==> src/rtl/in_module_pkg.sv <==
// Shared definitions for the IN-instruction input path: FSM states and sizing helpers.
package in_module_pkg;

  typedef enum logic [1:0] {
    IDLE         = 2'd0,
    WAIT_RELEASE = 2'd1,
    WAIT_PRESS   = 2'd2,
    DELIVER      = 2'd3
  } in_state_t;

  localparam int DATA_W_DEFAULT          = 16;
  localparam int SYNC_STAGES_DEFAULT     = 2;
  localparam int DEBOUNCE_CYCLES_DEFAULT = 250000;

  // Debounce counter must be able to hold DEBOUNCE_CYCLES itself.
  function automatic int db_cnt_w(input int cycles);
    return $clog2(cycles + 1);
  endfunction

endpackage

==> src/rtl/in_debouncer.sv <==
// Confirm-button conditioning: synchroniser chain plus stable-count debounce, with a registered rise pulse.
module in_debouncer
  import in_module_pkg::*;
#(
  parameter int SYNC_STAGES     = SYNC_STAGES_DEFAULT,
  parameter int DEBOUNCE_CYCLES = DEBOUNCE_CYCLES_DEFAULT
) (
  input  logic clock,
  input  logic reset,
  input  logic btn,
  output logic btn_db,
  output logic rise
);

  localparam int                CNT_W    = db_cnt_w(DEBOUNCE_CYCLES);
  localparam logic [CNT_W-1:0]  CNT_LAST = CNT_W'(DEBOUNCE_CYCLES - 1);
  localparam logic [CNT_W-1:0]  CNT_ONE  = CNT_W'(1);

  logic [SYNC_STAGES-1:0] sync_r;
  logic [CNT_W-1:0]       cnt_r;
  logic                   btn_db_r;
  logic                   rise_r;
  logic                   btn_sync_s;

  assign btn_sync_s = sync_r[SYNC_STAGES-1];

  // Metastability chain for the raw asynchronous button.
  always_ff @(posedge clock or negedge reset) begin
    if (!reset) begin
      sync_r <= '0;
    end else begin
      sync_r <= {sync_r[SYNC_STAGES-2:0], btn};
    end
  end

  // Accept a new level only after DEBOUNCE_CYCLES consecutive samples that disagree with the current one.
  always_ff @(posedge clock or negedge reset) begin
    if (!reset) begin
      cnt_r    <= '0;
      btn_db_r <= 1'b0;
      rise_r   <= 1'b0;
    end else begin
      rise_r <= 1'b0;
      if (btn_sync_s == btn_db_r) begin
        cnt_r <= '0;
      end else if (cnt_r == CNT_LAST) begin
        cnt_r    <= '0;
        btn_db_r <= btn_sync_s;
        rise_r   <= btn_sync_s;
      end else begin
        cnt_r <= cnt_r + CNT_ONE;
      end
    end
  end

  assign btn_db = btn_db_r;
  assign rise   = rise_r;

endmodule

==> src/rtl/in_module.sv <==
// Services the CPU IN instruction: stalls the PC until a debounced confirm press, then delivers the switches.
// Optional timeout delivery (in_data=0, in_timeout=1) is built in when IN_TIMEOUT_EN is defined.
module in_module
  import in_module_pkg::*;
#(
  parameter int DATA_W          = DATA_W_DEFAULT,
  parameter int SYNC_STAGES     = SYNC_STAGES_DEFAULT,
  parameter int DEBOUNCE_CYCLES = DEBOUNCE_CYCLES_DEFAULT
`ifdef IN_TIMEOUT_EN
  , parameter int TIMEOUT_CYCLES = 32'd16777216
`endif
) (
  input  logic              clock,
  input  logic              reset,
  input  logic [DATA_W-1:0] switches,
  input  logic              confirm_btn,
  input  logic              cu_inReq,
  output logic [DATA_W-1:0] in_data,
  output logic              in_valid,
  output logic              in_stall
`ifdef IN_TIMEOUT_EN
  , output logic            in_timeout
`endif
);

  in_state_t         state_r;
  logic [DATA_W-1:0] in_data_r;
  logic              in_valid_r;
  logic [DATA_W-1:0] sw_sync_r [SYNC_STAGES];
  logic              btn_db_s;
  logic              rise_s;
  logic              tmo_hit_s;

  in_debouncer #(
    .SYNC_STAGES    (SYNC_STAGES),
    .DEBOUNCE_CYCLES(DEBOUNCE_CYCLES)
  ) u_debouncer (
    .clock (clock),
    .reset (reset),
    .btn   (confirm_btn),
    .btn_db(btn_db_s),
    .rise  (rise_s)
  );

  // Switch bus synchroniser; the last stage is what gets captured.
  always_ff @(posedge clock or negedge reset) begin
    if (!reset) begin
      for (int i = 0; i < SYNC_STAGES; i++) begin
        sw_sync_r[i] <= '0;
      end
    end else begin
      sw_sync_r[0] <= switches;
      for (int i = 1; i < SYNC_STAGES; i++) begin
        sw_sync_r[i] <= sw_sync_r[i-1];
      end
    end
  end

`ifdef IN_TIMEOUT_EN
  localparam int               TMO_W    = (TIMEOUT_CYCLES > 1) ? $clog2(TIMEOUT_CYCLES) : 1;
  localparam logic [TMO_W-1:0] TMO_LAST = TMO_W'(TIMEOUT_CYCLES - 1);
  localparam logic [TMO_W-1:0] TMO_ONE  = TMO_W'(1);

  logic [TMO_W-1:0] tmo_cnt_r;
  logic             in_timeout_r;
  logic             waiting_s;

  assign waiting_s = (state_r == WAIT_PRESS) && cu_inReq && !rise_s;
  assign tmo_hit_s = (tmo_cnt_r == TMO_LAST);

  // Counts cycles spent waiting for a press; cleared whenever WAIT_PRESS is left.
  always_ff @(posedge clock or negedge reset) begin
    if (!reset) begin
      tmo_cnt_r    <= '0;
      in_timeout_r <= 1'b0;
    end else begin
      in_timeout_r <= waiting_s && tmo_hit_s;
      if (waiting_s && !tmo_hit_s) begin
        tmo_cnt_r <= tmo_cnt_r + TMO_ONE;
      end else begin
        tmo_cnt_r <= '0;
      end
    end
  end

  assign in_timeout = in_timeout_r;
`else
  assign tmo_hit_s = 1'b0;
`endif

  // IN handshake FSM; a press already held when the IN arrives must be released first.
  always_ff @(posedge clock or negedge reset) begin
    if (!reset) begin
      state_r    <= IDLE;
      in_data_r  <= '0;
      in_valid_r <= 1'b0;
    end else begin
      in_valid_r <= 1'b0;
      case (state_r)
        IDLE: begin
          if (cu_inReq) begin
            state_r <= btn_db_s ? WAIT_RELEASE : WAIT_PRESS;
          end else begin
            state_r <= IDLE;
          end
        end
        WAIT_RELEASE: begin
          if (!cu_inReq) begin
            state_r <= IDLE;
          end else if (!btn_db_s) begin
            state_r <= WAIT_PRESS;
          end else begin
            state_r <= WAIT_RELEASE;
          end
        end
        WAIT_PRESS: begin
          if (!cu_inReq) begin
            state_r <= IDLE;
          end else if (rise_s) begin
            in_data_r  <= sw_sync_r[SYNC_STAGES-1];
            in_valid_r <= 1'b1;
            state_r    <= DELIVER;
          end else if (tmo_hit_s) begin
            in_data_r  <= '0;
            in_valid_r <= 1'b1;
            state_r    <= DELIVER;
          end else begin
            state_r <= WAIT_PRESS;
          end
        end
        DELIVER: begin
          state_r <= IDLE;
        end
        default: begin
          state_r <= IDLE;
        end
      endcase
    end
  end

  assign in_data  = in_data_r;
  assign in_valid = in_valid_r;
  assign in_stall = cu_inReq & (state_r != DELIVER);

endmodule

==> config.mk <==
export PLATFORM = sky130hd
export DESIGN_NAME = in_module
export DESIGN_NICKNAME = d
export VERILOG_FILES = /design/src/rtl/in_module_pkg.sv /design/src/rtl/in_debouncer.sv /design/src/rtl/in_module.sv
export SDC_FILE = /design/constraint.sdc
export NUM_CORES = 1
export LEC_CHECK = 0
export CORE_MARGIN = 3
export CORE_UTILIZATION = 41
export DETAILED_ROUTE_END_ITERATION = 16
export PLACE_DENSITY = 0.66
export SETUP_SLACK_MARGIN = 0.2
export SYNTH_ARGS = -nofsm -noshare
export SYNTH_HDL_FRONTEND = slang
export SYNTH_SLANG_ARGS = --single-unit
==> constraint.sdc <==
create_clock -name clock -period 1.91 [get_ports clock]
set_input_delay 0.2865 -clock clock [delete_from_list [all_inputs] [get_ports clock]]
set_output_delay 0.2865 -clock clock [all_outputs]
set_load 0.05 [all_outputs]
==> results.yml, run 1 <==
setup_path:
  slowest_stage: "or4_4"
  crit_start: "u_debouncer.cnt_r[8]$_DFF_PN0_"
  r2r-end: "u_debouncer.cnt_r[17]$_DFF_PN0_"
  crit_cells: 4
  r2r_cells: 4
  path_cells: "nand3_2 > or4_4 > or4_1 > a21oi_2"
  path_class: "reg2reg"
  max_stage_delay_ps: 570
  critical_path.max_fanout: 7
  critPathLaunchType: "flop"
  critPathTopFamily: "simple AND/OR/NAND/NOR gates"
  worst-path-buf-inv: 0
  crit_path_end_kind: "flop"
  crit-reg2reg-launch: "u_debouncer.cnt_r[8]$_DFF_PN0_"
  worst_ep_required_time_ps: 2180
  rrSetupSlack_ps: 190
  cp-endpoint: "u_debouncer.cnt_r[17]$_DFF_PN0_"
  arrival_ps: 1990
routing:
  drtIter0Drc: 60
  via_per_inst: 4.758
  vias: 1651
  wl_per_cell_um: 12.98
  ant_nets: 0
  firstDrtPassIters: 4
  wl_um: 4505
  drc: 0
yosys:
  synthCells: 211
  synth_nets: 232
  synth_top_cell_by_area: "dfrtp_1"
  ys.warnings.count: 0
  ys_seq_elements: 73
  synth_area_um2: 2529
  synth.area.top_cells: "dfrtp_1 (72%), nand2_1 (8.3%), xnor2_1 (3.8%)"
  synth_cell_type_count: 32
  ys_seq_area_share_pct: 72.24
  netlist.area_leader.share_pct: 72.24
  syn_area_per_cell_um2: 11.98
clock_network:
  path_clk_slew_ps: 70
  clock_latency_ps: 340
  htree_levels: 3
  clock_path_buffers: 2
  clock_sinks: 73
  cts_tree: "yes"
  numCtsBuffers: 9
  root_buffer: "clkbuf_8"
die:
  fp.dieW_um: 84.54
  start_util_pct: 44.03
  fp.dieH_um: 84.54
  dieArea_um2: 7146
  rows: 27
  boundaryPins: 38
  core_um2: 5743
sta:
  slew_headroom_pct: 66.70
  fin_crit_ps: 1717
  slew_viol_final: 0
  final-setup-viol-count: 0
  holdWs_ps: 349.7
  grt_setup_unrepaired: "true"
  tightest_slew_ps: 501.5
  clock_skew_ps: 8.260
  hold_violations: 0
  fin_crit_sh_pct: 89.90
  setup_tns_ps: 0
  max_clock_freq_mhz: 582.4
global_route:
  grt_max_degree: 74
  grtUsageTotal_pct: 14.14
  use_met3_pct: 5.103
  use_met1_pct: 17.40
  grt_pass1_wl_um: 7831
  grt-busiest-layer: "met2"
  antenna_found_initial: 0
  grt_overflow: 0
  first_global_vias: 1750
  use_met2_pct: 22.35
layout:
  postLayoutCellArea_um2: 3337
  n_antenna_cell: 0
  nets: 291
  drive_above_1_share_pct: 16.00
  layout_commonest_cell: "dfrtp_1"
  layout_common_cells: "dfrtp_1 (71), nand2_1 (56), nor2_1 (18), clkdlybuf4s50_1 (18), dlygate4sd2_1 (17)"
  area_growth_pct: 31.96
placed_design:
  hpwl_um: 2932
  post_dp_cell_area_um2: 3062
  routabilityCongestion: 0.8235
  port_buffers: 37
worst_hold_path:
  hp-class: "reg2reg"
power_and_ir_drop:
  p_per_area_nw_per_um2: 896.6
  leakage_nw: 1.614
  ir_worst_vdd_uv: 571.9
run:
  drv_cap: 0
run_status:
  status: "finished clean"
-- through the flow --
step | worst slack [ps] | total power [mW] | cells | util (%)
2_1_floorplan | 175.3 | 1.655 | 211 | -
3_3_place_gp | 159.2 | 1.739 | 325 | 53.31
3_5_place_dp | 79.66 | 1.742 | 325 | 53.31
4_1_cts | 153.6 | 3.037 | 342 | 57.23
5_1_grt | 146.6 | 3.120 | 347 | 58.10
6_report | 193.0 | 2.992 | 347 | 58.10
-- logic make-up after synthesis --
group,synth area share [%]
compound gates,2.722
xor+xnor,4.156
fa+ha+maj,0.4947
buf+inv,1.781
flops,72.24
mux,0.4453
simple gates,18.16
-- cell type report --
class                   instances  area, µm²
fillers                       495       2406
clock inverters                 7      92.59
flip-flops and latches         73       1829
repair buffers                 53      489.2
multi-input cells             127      689.4
clock buffers                   9      123.9
inverters                       6      22.52
well taps                      72      90.09
-- cell usage after synthesis, drive strengths merged --
cell,instances
dfrtp,73
nand2,56
nor2,19
xnor2,11
nand3,6
a21oi,5
inv,5
nand4,4
clkbuf,3
nor4,3
or4,3
buf,2
nor2b,2
nor3,2
o21ai,2
or3,2
a21boi,1
a31o,1
a41o,1
and3,1
and4,1
clkinv,1
ha,1
mux2,1
nand4b,1
nor3b,1
nor4b,1
o31ai,1
xor2,1
-- timing repair --
action,4_1_cts,5_1_grt
cloned,0,0
setup endpoints to repair,36,16
buffers inserted,0,5
hold buffers,1,0
gates resized for setup,22,4
endpoints found under the hold margin,73,0
pin swaps,2,1
-- sequential cells by signal, indices dropped and copies added, names as in the netlist --
name,count
in_data,16
in_valid,1
state_r,2
sw_sync_r,32
u_debouncer.btn_db,1
u_debouncer.cnt_r,18
u_debouncer.rise,1
u_debouncer.sync_r,2
-- how the worst min path moves through the flow --
stage                            startpoint                 endpoint  slack [ps]  cells past startpoint
floorplan                             reset   in_data[0]$_DFFE_PN0P_          -9                      0
global placement    sw_sync_r[22]$_DFF_PN0_   sw_sync_r[6]$_DFF_PN0_         330                      0
detailed placement                    reset   in_data[2]$_DFFE_PN0P_         340                      2
CTS                 sw_sync_r[30]$_DFF_PN0_  sw_sync_r[14]$_DFF_PN0_         350                      0
global route        sw_sync_r[30]$_DFF_PN0_  sw_sync_r[14]$_DFF_PN0_         350                      0
finish              sw_sync_r[30]$_DFF_PN0_  sw_sync_r[14]$_DFF_PN0_         350                      0
-- worst reg2reg max path: stages (launching register included) --
cell and delay (ps):
dfrtp_2 400, nand3_2 120, or4_4 570, or4_1 430, a21oi_2 120
-- report_power, final --
group	leakage [nW]	switching, mW	internal, mW	total, mW
clock	0.113	0.545	0.735	1.28
combinational	0.567	0.0536	0.0559	0.109
sequential	0.933	0.0152	1.59	1.60
total	1.61	0.614	2.38	2.99
-- layer usage --
layer / part of all wire (%) / wire (µm)
met5: 0 / 0
met4: 2.1 / 94
met3: 5.1 / 228
met2: 48 / 2163
met1: 45 / 2019
Note: power is estimated with default switching activity, not from simulation.
==> run 2: changes to the inputs <==
- CELL_PAD_IN_SITES_DETAIL_PLACEMENT: not set -> 0
- CELL_PAD_IN_SITES_GLOBAL_PLACEMENT: not set -> 1
- CORE_UTILIZATION: 41 -> 38
- PLACE_DENSITY: 0.66 -> not set
- PLACE_DENSITY_LB_ADDON: not set -> 0.1
- SLEW_MARGIN: not set -> 20
==> results.yml, run 2 (synthesis gave the netlist of run 1 again) <==
setup_path:
  rrSetupSlack_ps: 170
  path_class: "reg2reg"
  critical_path.max_fanout: 6
  cp_common_cell: "or4_4"
  worst_ep_required_time_ps: 2170
  max_stage_delay_ps: 560
  path_cells: "nand3_2 > or4_4 > or4_4 > a21oi_2"
  slowest_stage: "or4_4"
  worst-path-buf-inv: 0
  r2r-end: "u_debouncer.cnt_r[17]$_DFF_PN0_"
  crit_path_end_kind: "flop"
  critPathLaunchType: "flop"
  critPathTopFamily: "simple AND/OR/NAND/NOR gates"
  arrival_ps: 2000
  crit-reg2reg-launch: "u_debouncer.cnt_r[6]$_DFF_PN0_"
  r2r_cells: 4
sta:
  fin_crit_sh_pct: 91.12
  holdWs_ps: 344.8
  slew_headroom_pct: 65.62
  final-setup-viol-count: 0
  max_clock_freq_mhz: 574.6
  setup_tns_ps: 0
  fin_crit_ps: 1740
  clock_skew_ps: 8.015
  setup_ws_ps: 169.5
  tightest_slew_ps: 512.6
  hold_violations: 0
  slew_viol_final: 0
  grt_setup_unrepaired: "true"
placed_design:
  port_buffers: 37
  post_dp_cell_area_um2: 3065
  pre_cts_slack_ps: 81.85
  dp.cells: 328
  hpwl_um: 2843
  routabilityCongestion: 0.7547
routing:
  ant_nets: 0
  firstDrtPassIters: 3
  drc: 0
  vias: 1667
  wl_per_cell_um: 13.33
  via_per_inst: 4.643
  wl_um: 4784
  drtIter0Drc: 67
power_and_ir_drop:
  p_int_mw: 2.154
  clkPwrFrac_pct: 37.9
  swShare_pct: 22.38
  p_per_area_nw_per_um2: 813.5
  power.total_mw: 2.776
  ir_worst_vdd_uv: 503.3
  leakage_nw: 1.636
  power_frac_comb_pct: 4.4
  switching_power_mw: 0.6213
  seqPwrFrac_pct: 57.7
clock_network:
  clock_path_buffers: 2
  path_clk_slew_ps: 70
  numCtsBuffers: 9
  clock_latency_ps: 340
  htree_levels: 3
  cts_tree: "yes"
  root_buffer: "clkbuf_8"
  clock_sinks: 73
layout:
  largest_reg_flops: 32
  nets: 298
  top_register: "sw_sync_r"
  layout_common_cells: "dfrtp_1 (71), nand2_1 (55), nor2_1 (18), clkdlybuf4s50_1 (18), buf_4 (18)"
  layout_commonest_cell: "dfrtp_1"
  area_growth_pct: 34.93
  drive_above_1_share_pct: 19.15
  fin_util_pct: 53.43
  postLayoutCellArea_um2: 3412
  n_fill_cell: 589
  stdcell_count: 359
  n_antenna_cell: 0
die:
  dieArea_um2: 7669
  start_util_pct: 39.60
  rows: 29
  fp.dieH_um: 87.58
  boundaryPins: 38
  core_um2: 6386
  fp.dieW_um: 87.58
global_route:
  grtUsageTotal_pct: 12.75
  grt_max_degree: 74
  antenna_found_initial: 0
  grt_overflow: 0
  first_global_vias: 1574
  grt_pass1_wl_um: 7327
run:
  drv_cap: 0
worst_hold_path:
  hp-class: "reg2reg"
  min_path_cells: 0
  hold_end: "sw_sync_r[13]$_DFF_PN0_"
  worstHoldStart: "sw_sync_r[29]$_DFF_PN0_"
run_status:
  status: "finished clean"
==> run 2: worst max-delay path by stage <==
stage | start | end | slack, ps | depth (start not counted)
floorplan | u_debouncer.cnt_r[8]$_DFF_PN0_ | u_debouncer.cnt_r[10]$_DFF_PN0_ | 180 | 6
global placement | u_debouncer.cnt_r[8]$_DFF_PN0_ | u_debouncer.cnt_r[17]$_DFF_PN0_ | 150 | 4
detailed placement | u_debouncer.cnt_r[8]$_DFF_PN0_ | u_debouncer.cnt_r[17]$_DFF_PN0_ | 80 | 4
CTS | u_debouncer.cnt_r[9]$_DFF_PN0_ | u_debouncer.cnt_r[17]$_DFF_PN0_ | 140 | 4
global route | u_debouncer.cnt_r[9]$_DFF_PN0_ | u_debouncer.cnt_r[17]$_DFF_PN0_ | 100 | 5
finish | u_debouncer.cnt_r[6]$_DFF_PN0_ | u_debouncer.cnt_r[17]$_DFF_PN0_ | 170 | 4
==> run 2: cell type report <==
class | count | area (µm²) | area share (%)
Sequential cell | 73 | 1829 | 53.61
Inverter | 6 | 22.52 | 0.6601
Clock buffer | 11 | 141.4 | 4.144
Multi-Input combinational cell | 127 | 715.7 | 20.98
Clock inverter | 5 | 31.28 | 0.9168
Tap cell | 77 | 96.34 | 2.824
Timing Repair Buffer | 60 | 575.6 | 16.87
==> run 2: power by group through the flow <==
stage / clock network (mW) / registers [mW] / logic, mW
final: 1.05 / 1.60 / 0.123
after global routing: 1.16 / 1.61 / 0.138
after CTS: 1.10 / 1.60 / 0.117
after detailed placement: 0 / 1.63 / 0.115
after global placement: 0 / 1.63 / 0.114
after floorplan: 0 / 1.63 / 0.0257
==> run 2: repair_timing <==
action                                  in CTS  in global routing
gates cloned                                 0                  2
hold endpoints to repair                    73                  0
setup buffers                                1                 11
endpoints found under the setup margin      36                 19
hold buffers                                 1                  0
gates resized for setup                     18                 13
pin swaps                                    0                  2
==> run 2: routing by layer <==
metal,up-vias,global-route usage (%),routed length [µm]
met1,808,16.97,2239
met2,27,18.90,2262
met3,11,3.669,176
met5,-,0,0
met4,0,6.834,106
li1,821,-,-
==> run 3: changes to the inputs <==
- ABC_CLOCK_PERIOD_IN_PS: not set -> 1910
- CORE_MARGIN: 3 -> 4
- MAX_ROUTING_LAYER: not set -> met4
==> results.yml, run 3 (synthesis gave the netlist of run 1 again) <==
run_status:
  status: "finished clean"
routing:
  firstDrtPassIters: 6
  drc: 0
  via_per_inst: 4.689
  vias: 1688
  ant_nets: 0
  wl_um: 5085
  wl_per_cell_um: 14.13
  drtIter0Drc: 44
power_and_ir_drop:
  power.total_mw: 2.836
  switching_power_mw: 0.6637
  ir_worst_vdd_uv: 382.7
  clkPwrFrac_pct: 38.3
  leakage_nw: 1.645
  seqPwrFrac_pct: 56.5
  p_int_mw: 2.173
  power_frac_comb_pct: 5.2
  p_per_area_nw_per_um2: 812.8
  swShare_pct: 23.40
setup_path:
  worst_ep_required_time_ps: 2140
  crit_path_end_kind: "flop"
  arrival_ps: 1970
  path_class: "reg2reg"
  critPathLaunchType: "flop"
  critical_path.max_fanout: 8
die:
  fp.dieH_um: 89.58
  dieArea_um2: 8024
  rows: 29
  boundaryPins: 38
  core_um2: 6422
  start_util_pct: 39.37
  fp.dieW_um: 89.58
sta:
  slew_headroom_pct: 66.25
  grt_setup_unrepaired: "true"
  slew_viol_final: 0
  hold_violations: 0
  setup_tns_ps: 0
  max_clock_freq_mhz: 574.6
  final-setup-viol-count: 0
  tightest_slew_ps: 503.1
  clock_skew_ps: 7.541
  fin_crit_ps: 1740
  fin_crit_sh_pct: 91.12
layout:
  largest_reg_flops: 32
  stdcell_count: 360
  top_register: "sw_sync_r"
  drive_above_1_share_pct: 22.61
  nets: 299
  n_antenna_cell: 0
  layout_common_cells: "dfrtp_1 (73), nand2_1 (56), clkdlybuf4s50_1 (18), dlygate4sd2_1 (17), buf_4 (16)"
  area_growth_pct: 38.00
  layout_commonest_cell: "dfrtp_1"
  postLayoutCellArea_um2: 3490
placed_design:
  hpwl_um: 3028
  routabilityCongestion: 0.7238
  dp.cells: 329
  port_buffers: 37
  post_dp_cell_area_um2: 3073
global_route:
  antenna_found_initial: 0
  grt_pass1_wl_um: 7976
  grt_overflow: 0
  grt_max_degree: 51
  grtUsageTotal_pct: 13.91
  first_global_vias: 1644
clock_network:
  clock_sinks: 73
  root_buffer: "clkbuf_8"
  cts_tree: "yes"
  clock_path_buffers: 2
  clock_latency_ps: 340
  path_clk_slew_ps: 80
  numCtsBuffers: 9
  htree_levels: 3
worst_hold_path:
  hp-class: "reg2reg"
run:
  drv_cap: 0
run 3: cell count changes in the layout (fill, tap and decap cells not counted), moves of 2 or more:
| cell | delta |
|---|---|
| a21oi_1 | -3 |
| a21oi_2 | +3 |
| buf_4 | -2 |
| buf_6 | +2 |
| dfrtp_1 | +2 |
| dfrtp_2 | -2 |
| nand3_1 | +2 |
| nor2_1 | -13 |
| nor2_2 | +6 |
| nor2_4 | +7 |
run 3: cell type report:
cell class	instances	area, µm²
Clock buffer	10	137.6
Multi-Input combinational cell	127	753.2
Inverter	6	22.52
Timing Repair Buffer	61	610.6
Sequential cell	73	1827
Fill cell	562	2933
Tap cell	77	96.34
Clock inverter	6	42.54
run 3: final timing paths:
path | startpoint | end | slack [ps] | cells past startpoint
setup / recovery | u_debouncer.cnt_r[9]$_DFF_PN0_ | u_debouncer.cnt_r[17]$_DFF_PN0_ | 170 | 6
hold / removal | sw_sync_r[28]$_DFF_PN0_ | sw_sync_r[12]$_DFF_PN0_ | 350 | 0
setup reg to reg | u_debouncer.cnt_r[9]$_DFF_PN0_ | u_debouncer.cnt_r[17]$_DFF_PN0_ | 170 | 6
hold reg to reg | sw_sync_r[28]$_DFF_PN0_ | sw_sync_r[12]$_DFF_PN0_ | 350 | 0
max in group asynchronous | reset | u_debouncer.sync_r[0]$_DFF_PN0_ | 1180 | 3
min in group asynchronous | reset | sw_sync_r[31]$_DFF_PN0_ | 470 | 3
run 3: per-stage QoR:
step	setup slack [ps]	hold WS [ps]	utilization (%)
2_1_floorplan	175.3	-9.091	-
3_3_place_gp	125.1	310.2	47.85
3_5_place_dp	76.79	314.3	47.85
4_1_cts	206.8	349.8	52.46
5_1_grt	104.5	358.3	54.33
6_report	169.5	350.5	54.33
run 3: repair_timing:
| item | 4_1_cts | 5_1_grt |
|---|---|---|
| resized for setup | 21 | 27 |
| cloned | 1 | 1 |
| endpoints found under the setup margin | 35 | 18 |
| buffers inserted | 12 | 0 |
| hold endpoints to repair | 73 | 0 |
| pin swaps | 2 | 9 |
| hold buffers | 1 | 0 |
run 3: power by group through the flow:
| stage | clock [mW] | combinational, mW | sequential, mW |
|---|---|---|---|
| global placement | 0 | 0.114 | 1.63 |
| global route | 1.20 | 0.163 | 1.61 |
| detailed placement | 0 | 0.114 | 1.63 |
| CTS | 1.12 | 0.134 | 1.60 |
| finish | 1.09 | 0.147 | 1.60 |
| floorplan | 0 | 0.0257 | 1.63 |
run 3: worst max-delay path, cell delays in order (launching register included):
cell and delay, ps:
dfrtp_1 410, or4_4 560, nor2_4 110, a41o_1 240, buf_6 140, buf_16 130, a21oi_1 40
run 3: routing by layer:
metal	wire length [µm]	vias to the layer above	share of wire [%]	track usage [%]
met5	0	-	0	-
met4	88	0	1.7	8.660
met3	232	8	4.6	3.193
met2	2464	34	48	19.75
met1	2299	819	45	17.97
li1	-	827	-	-
